`src/rtl/regfile_sb.sv`:
```
// regfile_sb: parametrised register file with a load scoreboard.
// Reads and the stall decision are combinational. Register contents,
// pending-load bits and their count change on the rising clock edge.
//
// Issue handshake: decode raises issue_valid with a candidate instruction.
// While stall=1 decode must hold that instruction. The instruction is
// accepted on any rising edge where issue_valid=1, stall=0 and issue_kill=0.
// stall does not look at issue_kill, so a squashed instruction can still
// stall for the cycle in which it is presented.
module regfile_sb #(
    parameter int XLEN   = 32,
    parameter int NREGS  = 32,
    parameter int AW     = 5,
    parameter int NRD    = 2,
    parameter int BYPASS = 1,
    parameter int CW     = 6
) (
    input  logic                clk,
    input  logic                rst,
    input  logic [NRD*AW-1:0]   rs_addr,
    input  logic [NRD-1:0]      rs_used,
    output logic [NRD*XLEN-1:0] rs_data,
    input  logic                issue_valid,
    input  logic                issue_kill,
    input  logic                issue_load,
    input  logic [AW-1:0]       issue_rd,
    input  logic                wb_en,
    input  logic [AW-1:0]       wb_addr,
    input  logic [XLEN-1:0]     wb_data,
    output logic                stall,
    output logic [NREGS-1:0]    pend,
    output logic [CW-1:0]       pend_cnt
);

    logic [XLEN-1:0]  regs [NREGS];
    logic [NREGS-1:0] pend_q;
    logic [NREGS-1:0] pend_next;
    logic [CW-1:0]    cnt_next;
    logic [NRD-1:0]   hazard;
    logic             accept;

    // A real, writable register: nonzero and inside the implemented file.
    function automatic logic valid_reg(input logic [AW-1:0] a);
        return (a != '0) && (int'(a) < NREGS);
    endfunction

    // Per-port read data and hazard, with optional same-cycle writeback forwarding.
    always_comb begin
        rs_data = '0;
        hazard  = '0;
        for (int i = 0; i < NRD; i++) begin
            if (valid_reg(rs_addr[i*AW +: AW])) begin
                if ((BYPASS != 0) && wb_en && (wb_addr == rs_addr[i*AW +: AW])) begin
                    // Forwarded value arrives this cycle, so the pending load no longer blocks.
                    rs_data[i*XLEN +: XLEN] = wb_data;
                end else begin
                    rs_data[i*XLEN +: XLEN] = regs[rs_addr[i*AW +: AW]];
                    hazard[i] = rs_used[i] && pend_q[rs_addr[i*AW +: AW]];
                end
            end
        end
    end

    // Stall the issuing instruction on any operand hazard; compute acceptance.
    always_comb begin
        stall  = issue_valid && (|hazard);
        accept = issue_valid && !stall && !issue_kill;
    end

    // Next scoreboard value: writeback clears first, an accepted load sets last so it wins.
    always_comb begin
        pend_next = pend_q;
        if (wb_en && valid_reg(wb_addr)) begin
            pend_next[wb_addr] = 1'b0;
        end
        if (accept && issue_load && valid_reg(issue_rd)) begin
            pend_next[issue_rd] = 1'b1;
        end
    end

    // Population count of the next scoreboard value.
    always_comb begin
        cnt_next = '0;
        for (int k = 0; k < NREGS; k++) begin
            cnt_next = cnt_next + CW'(pend_next[k]);
        end
    end

    // Register storage: reset clears everything, writes to r0 or beyond NREGS are dropped.
    always_ff @(posedge clk) begin
        if (rst) begin
            for (int k = 0; k < NREGS; k++) begin
                regs[k] <= '0;
            end
        end else if (wb_en && valid_reg(wb_addr)) begin
            regs[wb_addr] <= wb_data;
        end
    end

    // Scoreboard and its count; reset forgets every load in flight.
    always_ff @(posedge clk) begin
        if (rst) begin
            pend_q   <= '0;
            pend_cnt <= '0;
        end else begin
            pend_q   <= pend_next;
            pend_cnt <= cnt_next;
        end
    end

    assign pend = pend_q;

endmodule

```
`config.mk`:
```
export PLATFORM = sky130hd
export DESIGN_NAME = regfile_sb
export DESIGN_NICKNAME = d
export VERILOG_FILES = /design/src/rtl/regfile_sb.sv
export SDC_FILE = /design/constraint.sdc
export NUM_CORES = 2
export LEC_CHECK = 0
export BUFFER_PORTS_ARGS = -buffer_cell sky130_fd_sc_hd__buf_2
export CAP_MARGIN = 10
export CORE_MARGIN = 2
export CORE_UTILIZATION = 52
export CTS_BUF_LIST = sky130_fd_sc_hd__clkbuf_8 sky130_fd_sc_hd__clkbuf_16
export DETAILED_ROUTE_END_ITERATION = 8
export PLACE_DENSITY = 0.68
export SYNTH_ARGS = -nofsm -noshare
export SYNTH_HDL_FRONTEND = slang
export SYNTH_SLANG_ARGS = --single-unit
```
`constraint.sdc`:
```
create_clock -name clk -period 8.3 [get_ports clk]
set_input_delay 0.83 -clock clk [delete_from_list [all_inputs] [get_ports clk]]
set_output_delay 0.83 -clock clk [all_outputs]
set_load 0.005 [all_outputs]
```
==> impl_metrics.tcl <==
set metrics [dict create \
    status "finished clean" \
    fin_total_pwr_mw 12.9 \
    fillers 8541 \
    tns_ns 0 \
    path_clk_slew_ns 0.07 \
    nets 3951 \
    routed_wl_um 210000 \
    finalNonFillerCells 5470 \
    grt_usage_pct 36.3 \
    routedWlPerCell_um 38.4 \
    cts_tree "built" \
    dr_wl_met2_um 93500 \
    clkSinkCount 1062 \
    cts_buffer_depth 3 \
    r2r_slack_ns 1.51 \
    min_path_type "in2reg" \
    rows 122 \
    cap_violations 0 \
    layout_common_cells "edfxtp_1, and2_1, mux4_2" \
    grt_max_degree 140 \
    drive_above_1_share_pct 28.6 \
    fin_skew_ns 0.0263 \
    synth-seq-cells 1062 \
    hold_viol 0 \
    synth_top_area_share_pct 52.7 \
    routed_via_density 7.12 \
    wl_met3_um 33200 \
    core-area_um2 111000 \
    synthArstFlopShare_pct 0 \
    path_max_fanout 29 \
    p_per_area_nw_per_um2 200 \
    cts_resized 0 \
    antenna_left 0 \
    firstDrtPassIters 6 \
    path_class "in2reg" \
    dp.final_hpwl_um 115000 \
    crit_arrival_ns 7.51 \
    drc 0 \
    max_slew_margin_pct 9.24 \
    yosysUniqueCellTypes 59 \
    synth_ff_type "edfxtp_1" \
    place_area_um2 60800 \
    ys_top_cells_by_area "edfxtp_1, mux4_2, and2_1" \
    rsz0062_at_grt "false" \
    antenna_found_initial 39 \
    numCtsBuffers 113 \
    first_global_vias 37900 \
    wl_met1_um 72600 \
    initial_core_util_pct 52.5 \
    dp.cells 5233 \
    drt_iter0_drc 7493 \
    yosysWarningCount 0 \
    critPathLaunchType "input pin" \
    htreeDepth 3 \
    finalCritPeriodShare_pct 83.9 \
    cp.required_ns 8.85 \
    peakVddDrop_uv 193 \
    fin_crit_ns 6.97 \
    worst_hold_slack_ns 0.499 \
    grt_pass1_wl_um 291000 \
    synth-seq-area-share_pct 54.0 \
    die_height_um 339 \
    holdBufCountCts 0 \
    final_area_um2 64300 \
    grt_overflow 0 \
    synth_edf_count 1024 \
    syn_inst 3846 \
    die_area_um2 115000 \
    post-cts-setup-buffer-count 0 \
    io_pins 163 \
    gp_congestion 0.948 \
    vias 38900 \
    setup_viol 0 \
    port_buffers 162 \
    yosys.area.top_type "edfxtp_1" \
    worstMarginPinSlew_ns 1.36 \
    clock-root-buffer "clkbuf_16" \
    clk_latency_ns 0.72 \
    cp-end-kind "flip-flop" \
    highest_layer "met5" \
    pre_cts_ws_ns 0.624 \
    utilization_pct 58.0 \
    slew_viol_final 0 \
    avgSynthCellArea_um2 15.2 \
    p_leak_nw 22.4 \
    clock.fmax_mhz 144 \
    area_growth_pct 10.3 \
    fin_ws_ns 1.33 \
    final_common_cell "edfxtp_1" \
    netlist_area_um2 58300 \
    die_width_um 339 \
]
final timing paths:
check	to	start	depth (start not counted)
worst max-delay path	pend_cnt[4]	rs_addr[0]	22
worst min-delay path	pend[22]	issue_rd[2]	3
worst max register to register	pend_cnt[4]	pend[27]	21
worst min register to register	pend[5]	pend[5]	2
registers in the layout (all words and copies together), names as in the netlist:
name,count
pend,32
pend_cnt,6
regs,1024
synth_stat cells (6+ instances only):
library cell and instances:
a21oi_1 29, o41ai_2 14, buf_4 14, or2_2 6, inv_1 27, mux2_2 43
a211o_1 11, mux2i_1 144, o221ai_1 39, nand3_1 11, a211oi_1 19, nand2_1 102
o31ai_1 18, buf_2 61, or3_1 12, nand2b_1 35, and2_1 995, buf_1 20
edfxtp_1 1024, ha_1 7, a221oi_1 21, clkbuf_1 306, a22oi_1 10, o22ai_1 16
o32ai_1 25, fa_1 24, o21ai_0 28, nor3_1 8, nor2_1 77, dfxtp_1 38
buf_6 10, a221o_1 9, nor2b_1 13, o31a_1 7, mux4_2 554, xor2_1 11
a32o_1 19
layer usage:
layer / GRT usage (%) / up-vias
li1: - / 14900
met1: 48.4 / 19800
met2: 53.8 / 3512
met3: 12.3 / 710
met4: 17.0 / 12
met5: 1.04 / -
kinds of logic after synthesis:
kind of cell,share of synthesized area [%]
AO/OA/AOI/OAI,3.88
XOR/XNOR,0.195
adder cells (fa/ha/maj),0.974
buffers and inverters,3.18
flip-flops,54.0
multiplexers,24.7
other,0.00643
AND/OR/NAND/NOR,13.0
where the power goes:
part | internal [mW] | switching, mW
sequential | 6.17 | 0.142
combinational | 0.701 | 0.986
clock | 2.66 | 2.21
cell type report:
type	instances	area, um2	share of cell area (%)
Multi-Input combinational cell	2376	25500	39.7
Inverter	28	108	0.167
Tap cell	1488	1860	2.89
Timing Repair Buffer	279	1770	2.76
Clock buffer	118	2920	4.54
Sequential cell	1062	31500	49.0
Antenna cell	30	75.1	0.117
Clock inverter	89	553	0.860
critical path, stage by stage:
cell and delay [ns]:
buf_8 0.28, mux4_2 0.56, nor2b_1 0.14, a211oi_1 0.25
nor3_1 0.11, a41o_2 0.51, o41a_1 0.52, fa_1 0.52
fa_1 0.55, inv_1 0.06, fa_1 0.48, fa_1 0.57
fa_1 0.44, fa_1 0.53, ha_1 0.18, inv_1 0.07
fa_1 0.45, inv_1 0.07, a21o_1 0.10, a21oi_1 0.07
xor2_1 0.13, nor2_1 0.05
Power figures use the tool's default switching activity.
